===== src/rtl/trigger_pkg.sv =====
// Shared trigger-bus definitions: opcodes, status bytes and the issuer FSM states.
// Used by the trigger system, the host deframer and the command issuer.
package trigger_pkg;

  localparam logic [7:0] CMD_TRIG_RUN    = 8'd0;
  localparam logic [7:0] CMD_TRIG_HALT   = 8'd1;
  localparam logic [7:0] CMD_TRIG_CFG_LO = 8'd2;
  localparam logic [7:0] CMD_TRIG_CFG_HI = 8'd9;

  localparam logic [7:0] ACK_BASE  = 8'hA0;
  localparam logic [7:0] NAK_BUSY  = 8'hEB;
  localparam logic [7:0] NAK_BADOP = 8'hEE;
  localparam logic [7:0] FIRED     = 8'hF1;

  typedef enum logic [1:0] {
    ST_COLLECT,
    ST_DECODE,
    ST_ISSUE,
    ST_RESP
  } issuer_state_t;

  function automatic logic [7:0] ack_byte(input logic [7:0] op);
    return ACK_BASE | {4'h0, op[3:0]};
  endfunction

endpackage


===== src/rtl/trigger_cmd_issuer_if.sv =====
// Host byte streams plus the trigger configuration bus seen by the command issuer.
interface trigger_cmd_issuer_if #(parameter int NSTAGES = 4);
  logic [7:0]         rx_data;
  logic               rx_valid;
  logic               rx_ready;
  logic [7:0]         tx_data;
  logic               tx_valid;
  logic               tx_ready;
  logic [7:0]         command;
  logic [23:0]        config_in;
  logic [NSTAGES-1:0] we;
  logic               trig;
  logic               running;

  modport master (
    input  rx_data, rx_valid, tx_ready, trig,
    output rx_ready, tx_data, tx_valid, command, config_in, we, running
  );

  modport slave (
    output rx_data, rx_valid, tx_ready, trig,
    input  rx_ready, tx_data, tx_valid, command, config_in, we, running
  );
endinterface


===== src/rtl/cmd_timeout_ctr.sv =====
// Inter-byte timeout: counts idle cycles inside a partial packet, flags expiry at TIMEOUT-1.
module cmd_timeout_ctr #(
  parameter int TIMEOUT = 1000000
) (
  input  logic inclk,
  input  logic rst_n,
  input  logic clr,
  input  logic run,
  output logic expired
);
  localparam int W = (TIMEOUT > 2) ? $clog2(TIMEOUT) : 1;
  localparam logic [W-1:0] LAST = W'(TIMEOUT - 1);

  logic [W-1:0] cnt;

  assign expired = run && (cnt == LAST);

  always_ff @(posedge inclk or negedge rst_n) begin
    if (!rst_n)
      cnt <= '0;
    else if (clr || expired)
      cnt <= '0;
    else if (run)
      cnt <= cnt + 1'b1;
  end
endmodule


===== src/rtl/trigger_cmd_issuer.sv =====
// Decodes 5-byte host packets into trigger bus cycles and answers with ACK/NAK/FIRED bytes.
module trigger_cmd_issuer
  import trigger_pkg::*;
#(
  parameter int TIMEOUT = 1000000,
  parameter int NSTAGES = 4
) (
  input logic                  inclk,
  input logic                  rst_n,
  trigger_cmd_issuer_if.master bus
);
  issuer_state_t      state, state_nxt;
  logic [2:0]         byte_cnt;
  logic [7:0]         opcode;
  logic [23:0]        cfg_buf;
  logic [NSTAGES-1:0] mask_buf;
  logic [7:0]         idle_cmd;
  logic               trig_q, fire_pending, fired_run;
  logic               resp_pend, tx_is_ack;
  logic [7:0]         resp_byte;
  logic               rx_fire, tx_done, to_expired, op_is_cfg, fire_edge;

  assign bus.rx_ready = (state == ST_COLLECT);
  assign rx_fire      = bus.rx_valid && bus.rx_ready;
  assign tx_done      = bus.tx_valid && bus.tx_ready;
  assign op_is_cfg    = (opcode >= CMD_TRIG_CFG_LO) && (opcode <= CMD_TRIG_CFG_HI);
  // One FIRED byte per run: fired_run blocks re-arming until the next RUN.
  assign fire_edge    = bus.trig && !trig_q && bus.running && !fired_run;

  cmd_timeout_ctr #(.TIMEOUT(TIMEOUT)) u_timeout (
    .inclk   (inclk),
    .rst_n   (rst_n),
    .clr     (rx_fire),
    .run     (byte_cnt != 3'd0),
    .expired (to_expired)
  );

  always_ff @(posedge inclk or negedge rst_n) begin
    if (!rst_n) state <= ST_COLLECT;
    else        state <= state_nxt;
  end

  always_comb begin
    state_nxt = state;
    case (state)
      ST_COLLECT: if (rx_fire && byte_cnt == 3'd4) state_nxt = ST_DECODE;
      ST_DECODE:  state_nxt = (op_is_cfg && !bus.running) ? ST_ISSUE : ST_RESP;
      ST_ISSUE:   state_nxt = ST_RESP;
      ST_RESP:    if (tx_done && tx_is_ack) state_nxt = ST_COLLECT;
      default:    state_nxt = ST_COLLECT;
    endcase
  end

  // Packet payload capture
  always_ff @(posedge inclk) begin
    if (rx_fire) begin
      case (byte_cnt)
        3'd0:    opcode          <= bus.rx_data;
        3'd1:    cfg_buf[23:16]  <= bus.rx_data;
        3'd2:    cfg_buf[15:8]   <= bus.rx_data;
        3'd3:    cfg_buf[7:0]    <= bus.rx_data;
        default: mask_buf        <= bus.rx_data[NSTAGES-1:0];
      endcase
    end
  end

  // Control, bus outputs and response stream
  always_ff @(posedge inclk or negedge rst_n) begin
    if (!rst_n) begin
      byte_cnt      <= 3'd0;
      idle_cmd      <= CMD_TRIG_HALT;
      bus.command   <= CMD_TRIG_HALT;
      bus.config_in <= '0;
      bus.we        <= '0;
      bus.running   <= 1'b0;
      bus.tx_valid  <= 1'b0;
      bus.tx_data   <= '0;
      trig_q        <= 1'b0;
      fire_pending  <= 1'b0;
      fired_run     <= 1'b0;
      resp_pend     <= 1'b0;
      resp_byte     <= '0;
      tx_is_ack     <= 1'b0;
    end else begin
      trig_q <= bus.trig;

      if (rx_fire)
        byte_cnt <= (byte_cnt == 3'd4) ? 3'd0 : byte_cnt + 3'd1;
      else if (to_expired)
        byte_cnt <= 3'd0;

      // FIRED always wins an idle tx slot; a queued ACK/NAK waits behind it.
      if (!bus.tx_valid) begin
        if (fire_pending) begin
          bus.tx_valid <= 1'b1;
          bus.tx_data  <= FIRED;
          fire_pending <= 1'b0;
          tx_is_ack    <= 1'b0;
        end else if (resp_pend) begin
          bus.tx_valid <= 1'b1;
          bus.tx_data  <= resp_byte;
          resp_pend    <= 1'b0;
          tx_is_ack    <= 1'b1;
        end
      end else if (tx_done) begin
        bus.tx_valid <= 1'b0;
      end

      if (fire_edge) begin
        fire_pending <= 1'b1;
        fired_run    <= 1'b1;
      end

      case (state)
        ST_DECODE: begin
          resp_pend <= 1'b1;
          resp_byte <= ack_byte(opcode);
          if (opcode == CMD_TRIG_RUN) begin
            idle_cmd     <= CMD_TRIG_RUN;
            bus.command  <= CMD_TRIG_RUN;
            bus.running  <= 1'b1;
            fire_pending <= 1'b0;
            fired_run    <= 1'b0;
          end else if (opcode == CMD_TRIG_HALT) begin
            idle_cmd    <= CMD_TRIG_HALT;
            bus.command <= CMD_TRIG_HALT;
            bus.running <= 1'b0;
          end else if (op_is_cfg) begin
            if (bus.running) begin
              resp_byte <= NAK_BUSY;
            end else begin
              // The ACK is queued after the write cycle instead.
              resp_pend     <= 1'b0;
              bus.command   <= opcode;
              bus.config_in <= cfg_buf;
              bus.we        <= mask_buf;
            end
          end else begin
            resp_byte <= NAK_BADOP;
          end
        end
        ST_ISSUE: begin
          bus.command <= idle_cmd;
          bus.we      <= '0;
          resp_pend   <= 1'b1;
          resp_byte   <= ack_byte(opcode);
        end
        default: ;
      endcase
    end
  end
endmodule


===== src/flat_wrapper.sv =====
// flat-port wrapper written by rule: the top's interface ports become plain ports
module trigger_cmd_issuer_flat import trigger_pkg::*;
#(
  parameter int TIMEOUT = 1000000,
  parameter int NSTAGES = 4
)
  (inclk, rst_n, bus_rx_data, bus_rx_valid, bus_tx_ready, bus_trig, bus_rx_ready, bus_tx_data, bus_tx_valid, bus_command, bus_config_in, bus_we, bus_running);
  trigger_cmd_issuer_if #(.NSTAGES(NSTAGES)) bus_i ();
  input logic inclk;
  input logic rst_n;
  input wire logic [$bits(bus_i.rx_data)-1:0] bus_rx_data;
  input wire logic [$bits(bus_i.rx_valid)-1:0] bus_rx_valid;
  input wire logic [$bits(bus_i.tx_ready)-1:0] bus_tx_ready;
  input wire logic [$bits(bus_i.trig)-1:0] bus_trig;
  output wire logic [$bits(bus_i.rx_ready)-1:0] bus_rx_ready;
  output wire logic [$bits(bus_i.tx_data)-1:0] bus_tx_data;
  output wire logic [$bits(bus_i.tx_valid)-1:0] bus_tx_valid;
  output wire logic [$bits(bus_i.command)-1:0] bus_command;
  output wire logic [$bits(bus_i.config_in)-1:0] bus_config_in;
  output wire logic [$bits(bus_i.we)-1:0] bus_we;
  output wire logic [$bits(bus_i.running)-1:0] bus_running;
  assign bus_i.rx_data = bus_rx_data;
  assign bus_i.rx_valid = bus_rx_valid;
  assign bus_i.tx_ready = bus_tx_ready;
  assign bus_i.trig = bus_trig;
  assign bus_rx_ready = bus_i.rx_ready;
  assign bus_tx_data = bus_i.tx_data;
  assign bus_tx_valid = bus_i.tx_valid;
  assign bus_command = bus_i.command;
  assign bus_config_in = bus_i.config_in;
  assign bus_we = bus_i.we;
  assign bus_running = bus_i.running;
  trigger_cmd_issuer #(.TIMEOUT(TIMEOUT), .NSTAGES(NSTAGES)) u_core (.inclk(inclk), .rst_n(rst_n), .bus(bus_i));
endmodule

===== config.mk =====
export PLATFORM = sky130hd
export DESIGN_NAME = trigger_cmd_issuer_flat
export DESIGN_NICKNAME = d
export VERILOG_FILES = /design/src/rtl/trigger_pkg.sv /design/src/rtl/trigger_cmd_issuer_if.sv /design/src/rtl/cmd_timeout_ctr.sv /design/src/rtl/trigger_cmd_issuer.sv /design/src/flat_wrapper.sv
export SDC_FILE = /design/constraint.sdc
export NUM_CORES = 1
export LEC_CHECK = 0
export BUFFER_PORTS_ARGS = -buffer_cell sky130_fd_sc_hd__buf_4
export CAP_MARGIN = 30
export CELL_PAD_IN_SITES_DETAIL_PLACEMENT = 0
export CELL_PAD_IN_SITES_GLOBAL_PLACEMENT = 1
export CORE_MARGIN = 3
export CORE_UTILIZATION = 51
export CTS_CLUSTER_SIZE = 12
export DETAILED_ROUTE_END_ITERATION = 10
export GPL_ROUTABILITY_DRIVEN = 0
export HOLD_SLACK_MARGIN = 0.15
export PLACE_DENSITY = 0.86
export SKIP_LAST_GASP = 1
export SYNTH_ARGS = -nofsm -noshare
export SYNTH_HDL_FRONTEND = slang
export SYNTH_SLANG_ARGS = --single-unit

===== constraint.sdc =====
create_clock -name inclk -period 4.8 [get_ports inclk]
set_input_delay 0.24 -clock inclk [delete_from_list [all_inputs] [get_ports inclk]]
set_output_delay 0.24 -clock inclk [all_outputs]
set_load 0.02 [all_outputs]

**Word-level counts from Yosys, hierarchy flattened**

Cells that the tools add are included.
Widths: inputs -> output; s select.

- Register bits after elaboration: 128
- Latch bits: 0
- Memory bits (writable): 0
- Memory bits (read-only): 0
- Bits of input ports: 13
- Output and inout port bits: 47
- Memories: 0

- $add $sub $neg: 2
- Multiply operators: 0
- Divide/modulo/power cells: 0
- Order comparisons: 2
- Eq/ne operators: 19
- Shifts and indexed selects: 0
- Mux-type cells: 50
- Bitwise logic cells: 5
- Reduce and logical (&&, ||, !) cells: 36

Operators with widths:

| cell | count |
|---|---|
| $mux 8 | 10 |
| $mux 20 | 2 |
| $pmux 8 s2 | 2 |
| $mux 1 | 22 |
| $add 20x1->20 const B | 1 |
| $eq 20x20->1 const B | 1 |
| $reduce_and 2->1 | 9 |
| $mux 4 | 4 |
| $mux 7 | 2 |
| $logic_and 1x1->1 | 10 |
| $reduce_and 5->1 | 2 |
| $reduce_bool 2->1 | 5 |
| $mux 3 | 3 |
| $eq 8x1->1 const B | 1 |
| $ge 8x2->1 const B | 1 |
| $le 8x4->1 const B | 1 |
| $logic_not 8->1 | 1 |
| $ne 2x2->1 const B | 4 |
| $pmux 2 s4 | 1 |
| $pmux 4 s2 | 1 |
| $eq 3x2->1 const B | 2 |
| $ne 3x3->1 const B | 2 |
| $not 1->1 | 5 |
| $eq 2x2->1 const B | 2 |
| other kinds (16) | 20 |

**Depth between registers and ports, before layout**

- Depth in word-level cells: 7
- Depth in mapped cells: 7
- Mapped depth without buffers: 6

**Modules after synthesis**

From an unflattened synthesis, not the netlist that was laid out.

- Cells, all modules: 384
- Area total of the unflattened synthesis: 4983.5 um^2

By module, submodules not included:

| module | times used | cells an instance | area an instance (um^2) | sequential area each (um^2) |
|---|---|---|---|---|
| trigger_cmd_issuer | 1 | 275 | 3947.5 | 2635.0 |
| cmd_timeout_ctr | 1 | 109 | 1036.0 | 500.5 |

**Least setup slack after synthesis**

OpenSTA, ideal clock, no wires.

- Kind: reg-to-reg
- Start: register u_core.state[0]
- End: register u_core.cfg_buf[16] (enable)
- Arrival time: 1.745 ns
- Required time: 4.415 ns
- Setup slack: 2.670 ns
- Cell stages (with the launch flop): 5
- Buffers on the path: 0
- Cell sequence: dfrtp_1 inv_1 ha_1 nand2_1 nor3b_1

- Word-level cells in the longest chain between the ends: 3

RTL lines:

| what | line | RTL |
|---|---|---|
| start, declared | trigger_cmd_issuer.sv:12 | `issuer_state_t state, state_nxt;` |
| start signal, assigned | trigger_cmd_issuer.sv:40 | `else state <= state_nxt;` |
| $logic_not 2->1 | trigger_cmd_issuer.sv:23 | `assign bus.rx_ready = (state == ST_COLLECT);` |
| named net bus_rx_ready | flat_wrapper.sv:15 | `output wire logic [$bits(bus_i.rx_ready)-1:0] bus_rx_ready;` |
| $logic_and 1x1->1 | trigger_cmd_issuer.sv:24 | `assign rx_fire = bus.rx_valid && bus.rx_ready;` |
| $reduce_and 2->1 (no source line) | - |  |
| end signal, assigned | trigger_cmd_issuer.sv:59 | `3'd1: cfg_buf[23:16] <= bus.rx_data;` |
| end, declared | trigger_cmd_issuer.sv:15 | `logic [23:0] cfg_buf;` |

The timed path passes the listed nets, and every way through them passes these cells.
A chain may end at the register's enable or synchronous reset.

**Final worst setup path**

- Start: register u_core.byte_cnt[0]
- End: register u_core.u_timeout.cnt[17]

- Word-level cells in the longest chain between the ends: 4

RTL lines:

| what | line | RTL |
|---|---|---|
| start, declared | trigger_cmd_issuer.sv:13 | `logic [2:0] byte_cnt;` |
| start signal, assigned | trigger_cmd_issuer.sv:88 | `byte_cnt <= (byte_cnt == 3'd4) ? 3'd0 : byte_cnt + 3'd1;` |
| $reduce_bool 3->1 (*) | trigger_cmd_issuer.sv:34 | `.run (byte_cnt != 3'd0),` |
| $logic_and 1x1->1 | cmd_timeout_ctr.sv:16 | `assign expired = run && (cnt == LAST);` |
| $logic_or 1x1->1 | cmd_timeout_ctr.sv:21 | `else if (clr \|\| expired)` |
| $mux 20 / $reduce_bool 2->1 (equally long branches) | - |  |
| end signal, assigned | cmd_timeout_ctr.sv:24 | `cnt <= cnt + 1'b1;` |
| end, declared | cmd_timeout_ctr.sv:14 | `logic [W-1:0] cnt;` |

Every way passes the cells marked *; elsewhere a longest branch is shown, timed or not.

==> flow_summary.ini <==
[yosys]
synthTopCellsByArea = dfrtp_1 41%, edfxtp_1 22%, mux2_2 7.6%, ha_1 2.6%, a21oi_1 2.0%
synth_top_cell_by_area = dfrtp_1
synth_cells = 366
yosysWarnings = 0
synth_common_cells = 80 x dfrtp_1, 36 x edfxtp_1, 33 x mux2_2, 20 x a21oi_1, 18 x nor2_1
ys_types = 49
synth_flop_cell = dfrtp_1
synth_top_family_by_area = simple AND/OR/NAND/NOR gates
syn_avg_cell_area_um2 = 13.4
synth_top_area_frac = 0.408
synthSimpleGateAreaFrac = 0.126
synthMuxAreaShare = 0.0839
netlist_area_um2 = 4910
synth-xor-area-share = 0.0179
yosysMostFrequentCell = dfrtp_1
synth-compound-area-share = 0.0824
synth-seq-area-share = 0.639
synth-seq-cells = 118
synth_fp_nets = 389
synth_adder_area_share = 0.0275
async_flop_share = 0.695
synth_edf_count = 36

[routing]
drt_iter0_drc = 173
first_pass_iters = 4
antenna_left = 0
vias = 3229
drc = 0
routedWlPerCell_um = 17.3
via_per_inst = 5.44
finalWirelength_um = 10300

[clocking]
cts_buffer_depth = 2
cts.clk_slew.worst_paths_ns = 0.06
cts-root-buf = clkbuf_8
cts_buffers = 17
tritoncts = built
postCtsResizedCells = 0
cts_sinks = 118
insertion_delay_ns = 0.52
htree_levels = 4

[global_route]
grt_max_degree = 64
grt_usage = 0.205
grt_pass1_wl_um = 17400
grt_pass1_vias = 3447
grt_overflow = 0
antenna_found_initial = 0

[sta]
fin_ws_ns = 2.33
worst_pin_slew_ns = 0.765
layout_worst_path_cycle_share = 0.514
finalCriticalPeriod_ns = 2.47
slew_headroom = 0.486
tns_ns = 0
fmax_ghz = 0.405
hold_ws_ns = 0.396
finClkSkew_ns = 0.00964
finalSetupViolations = 0
drv_slew = 0
final-hold-violation-count = 0
rsz0062_at_grt = false

[critical_path]
timing.rr.start = u_core.byte_cnt[0]
critPathRequiredTime_ns = 5.19
slowest_delay_ns = 0.57
crit_chain = inv_1 > ha_1 > nand2b_1 > nand4_1 > o21ai_1 > buf_4 > a21oi_1
endpoint_kind = register
path_class = register to register
r2r_cells = 7
timing.rr.end = u_core.u_timeout.cnt[17]
worst-r2r-setup-slack_ns = 2.33
crit_slowest_cell = o21ai_1
critPathArrivalTime_ns = 2.86
cp_max_fo = 14
startpoint_type = register

[power]
pwr-share-clk = 0.301
switchingPower_mw = 1.44
seq_power_share = 0.377
p_int_mw = 2.55
combinationalPowerShare = 0.322
ir_drop_v = 0.000323
swShare = 0.360
p_per_area_nw_per_um2 = 642
leakage_nw = 2.66

[layout]
antenna_cells = 0
drive_gt1_frac = 0.299
post-route-util = 0.669
area_delta_synth_final_pct = 26.5
fin_nets = 475

[floorplanning]
die_h_um = 104
boundaryPins = 60
num_rows = 35
die_x_um = 104
core_area_um2 = 9280
initial_core_util = 0.528
fp.dieArea_um2 = 10800

[place]
dp_hpwl_um = 6490
io_buffers = 59
place_ws_ns = 2.34

[worst_hold_path]
min_to = u_core.trig_q
min_path_cells = 2
hold_path.startpoint = bus_trig
min_path_type = input pin to register

[status]
status = finished, final reports clean

[run]
cap_violations = 0
-- repair_timing --
| action | CTS | global route |
|---|---|---|
| buffers inserted | 0 | 0 |
| hold buffers | 14 | 0 |
| hold endpoints to repair | 122 | 0 |
-- flip-flops by register name (all words and copies together) (netlist names), 2 cells and up --
signal                cells
u_core.opcode             8
u_core.state              2
u_core.mask_buf           4
u_core.byte_cnt           3
u_core.u_timeout.cnt     20
u_core.bus.tx_data        7
u_core.cfg_buf           24
u_core.bus.we             4
u_core.bus.command        8
u_core.resp_byte          6
u_core.bus.config_in     24
-- cell families after synthesis --
group | count (synthesis)
adders and majority gates | 11
buffers and inverters | 24
AOI/OAI and AO/OA | 61
muxes | 37
and+or+nand+nor | 105
DFF | 118
xor gates and xnor gates | 10
-- metrics by stage --
stage / cell area (um2) / power [mW] / cells
global route: 6210 / 4.21 / 594
global placement: 5460 / 2.74 / 545
detailed placement: 5500 / 2.79 / 548
CTS: 6210 / 4.01 / 594
finish: 6210 / 3.99 / 594
floorplan: 4910 / 2.32 / 366
-- power by group through the flow --
stage	Clock [mW]	Combinational (mW)	Sequential, mW
3_3_place_gp	0	1.24	1.51
4_1_cts	1.22	1.30	1.50
6_report	1.20	1.29	1.50
3_5_place_dp	0	1.27	1.51
5_1_grt	1.26	1.41	1.54
2_1_floorplan	0	0.674	1.65
-- worst max path at each step --
| stage | from | endpoint | slack, ns |
|---|---|---|---|
| floorplan | u_core.state[0] | u_core.cfg_buf[16] | 2.67 |
| global placement | u_core.byte_cnt[0] | u_core.u_timeout.cnt[10] | 2.45 |
| detailed placement | u_core.byte_cnt[0] | u_core.u_timeout.cnt[13] | 2.34 |
| CTS | u_core.byte_cnt[0] | u_core.u_timeout.cnt[10] | 2.34 |
| global route | u_core.byte_cnt[0] | u_core.u_timeout.cnt[15] | 2.10 |
| finish | u_core.byte_cnt[0] | u_core.u_timeout.cnt[17] | 2.33 |
-- routing by layer --
metal	wire length, um	vias up	part of all wire	track usage
met5	0	-	0	0
met4	306	0	0.030	0.102
met3	458	22	0.045	0.0490
met2	5060	83	0.49	0.326
met1	4460	1607	0.43	0.264
li1	-	1517	-	-
-- cell type report --
| class | instances | area [um2] |
|---|---|---|
| inverter | 13 | 48.8 |
| tap | 129 | 161 |
| fill | 669 | 3080 |
| sequential | 118 | 3140 |
| multi-input combinational | 224 | 1660 |
| timing repair buffer | 78 | 636 |
| clock inverter | 15 | 153 |
| clock buffer | 17 | 414 |
-- worst max-delay path, delay by kind of cell, from the launching register on --
kind	cells	cell delay (ns)
compound gates	2	0.63
fa+ha+maj	1	0.25
buf+inv	2	0.41
flops	1	0.37
simple gates	2	0.68
-- layout by cell type, fill, tap and decap left out, types with 10 or more instances in the layout --
cell type and n:
a21oi_1 20, buf_4 61, clkbuf_16 16, dfrtp_1 80, dlygate4sd3_1 14, edfxtp_1 36
ha_1 10, inv_1 13, mux2_2 33, nand2_1 17, nand3_1 10, nor2_1 18
nor2b_1 14, o21ai_0 12
(Power assumes the default switching activity.)
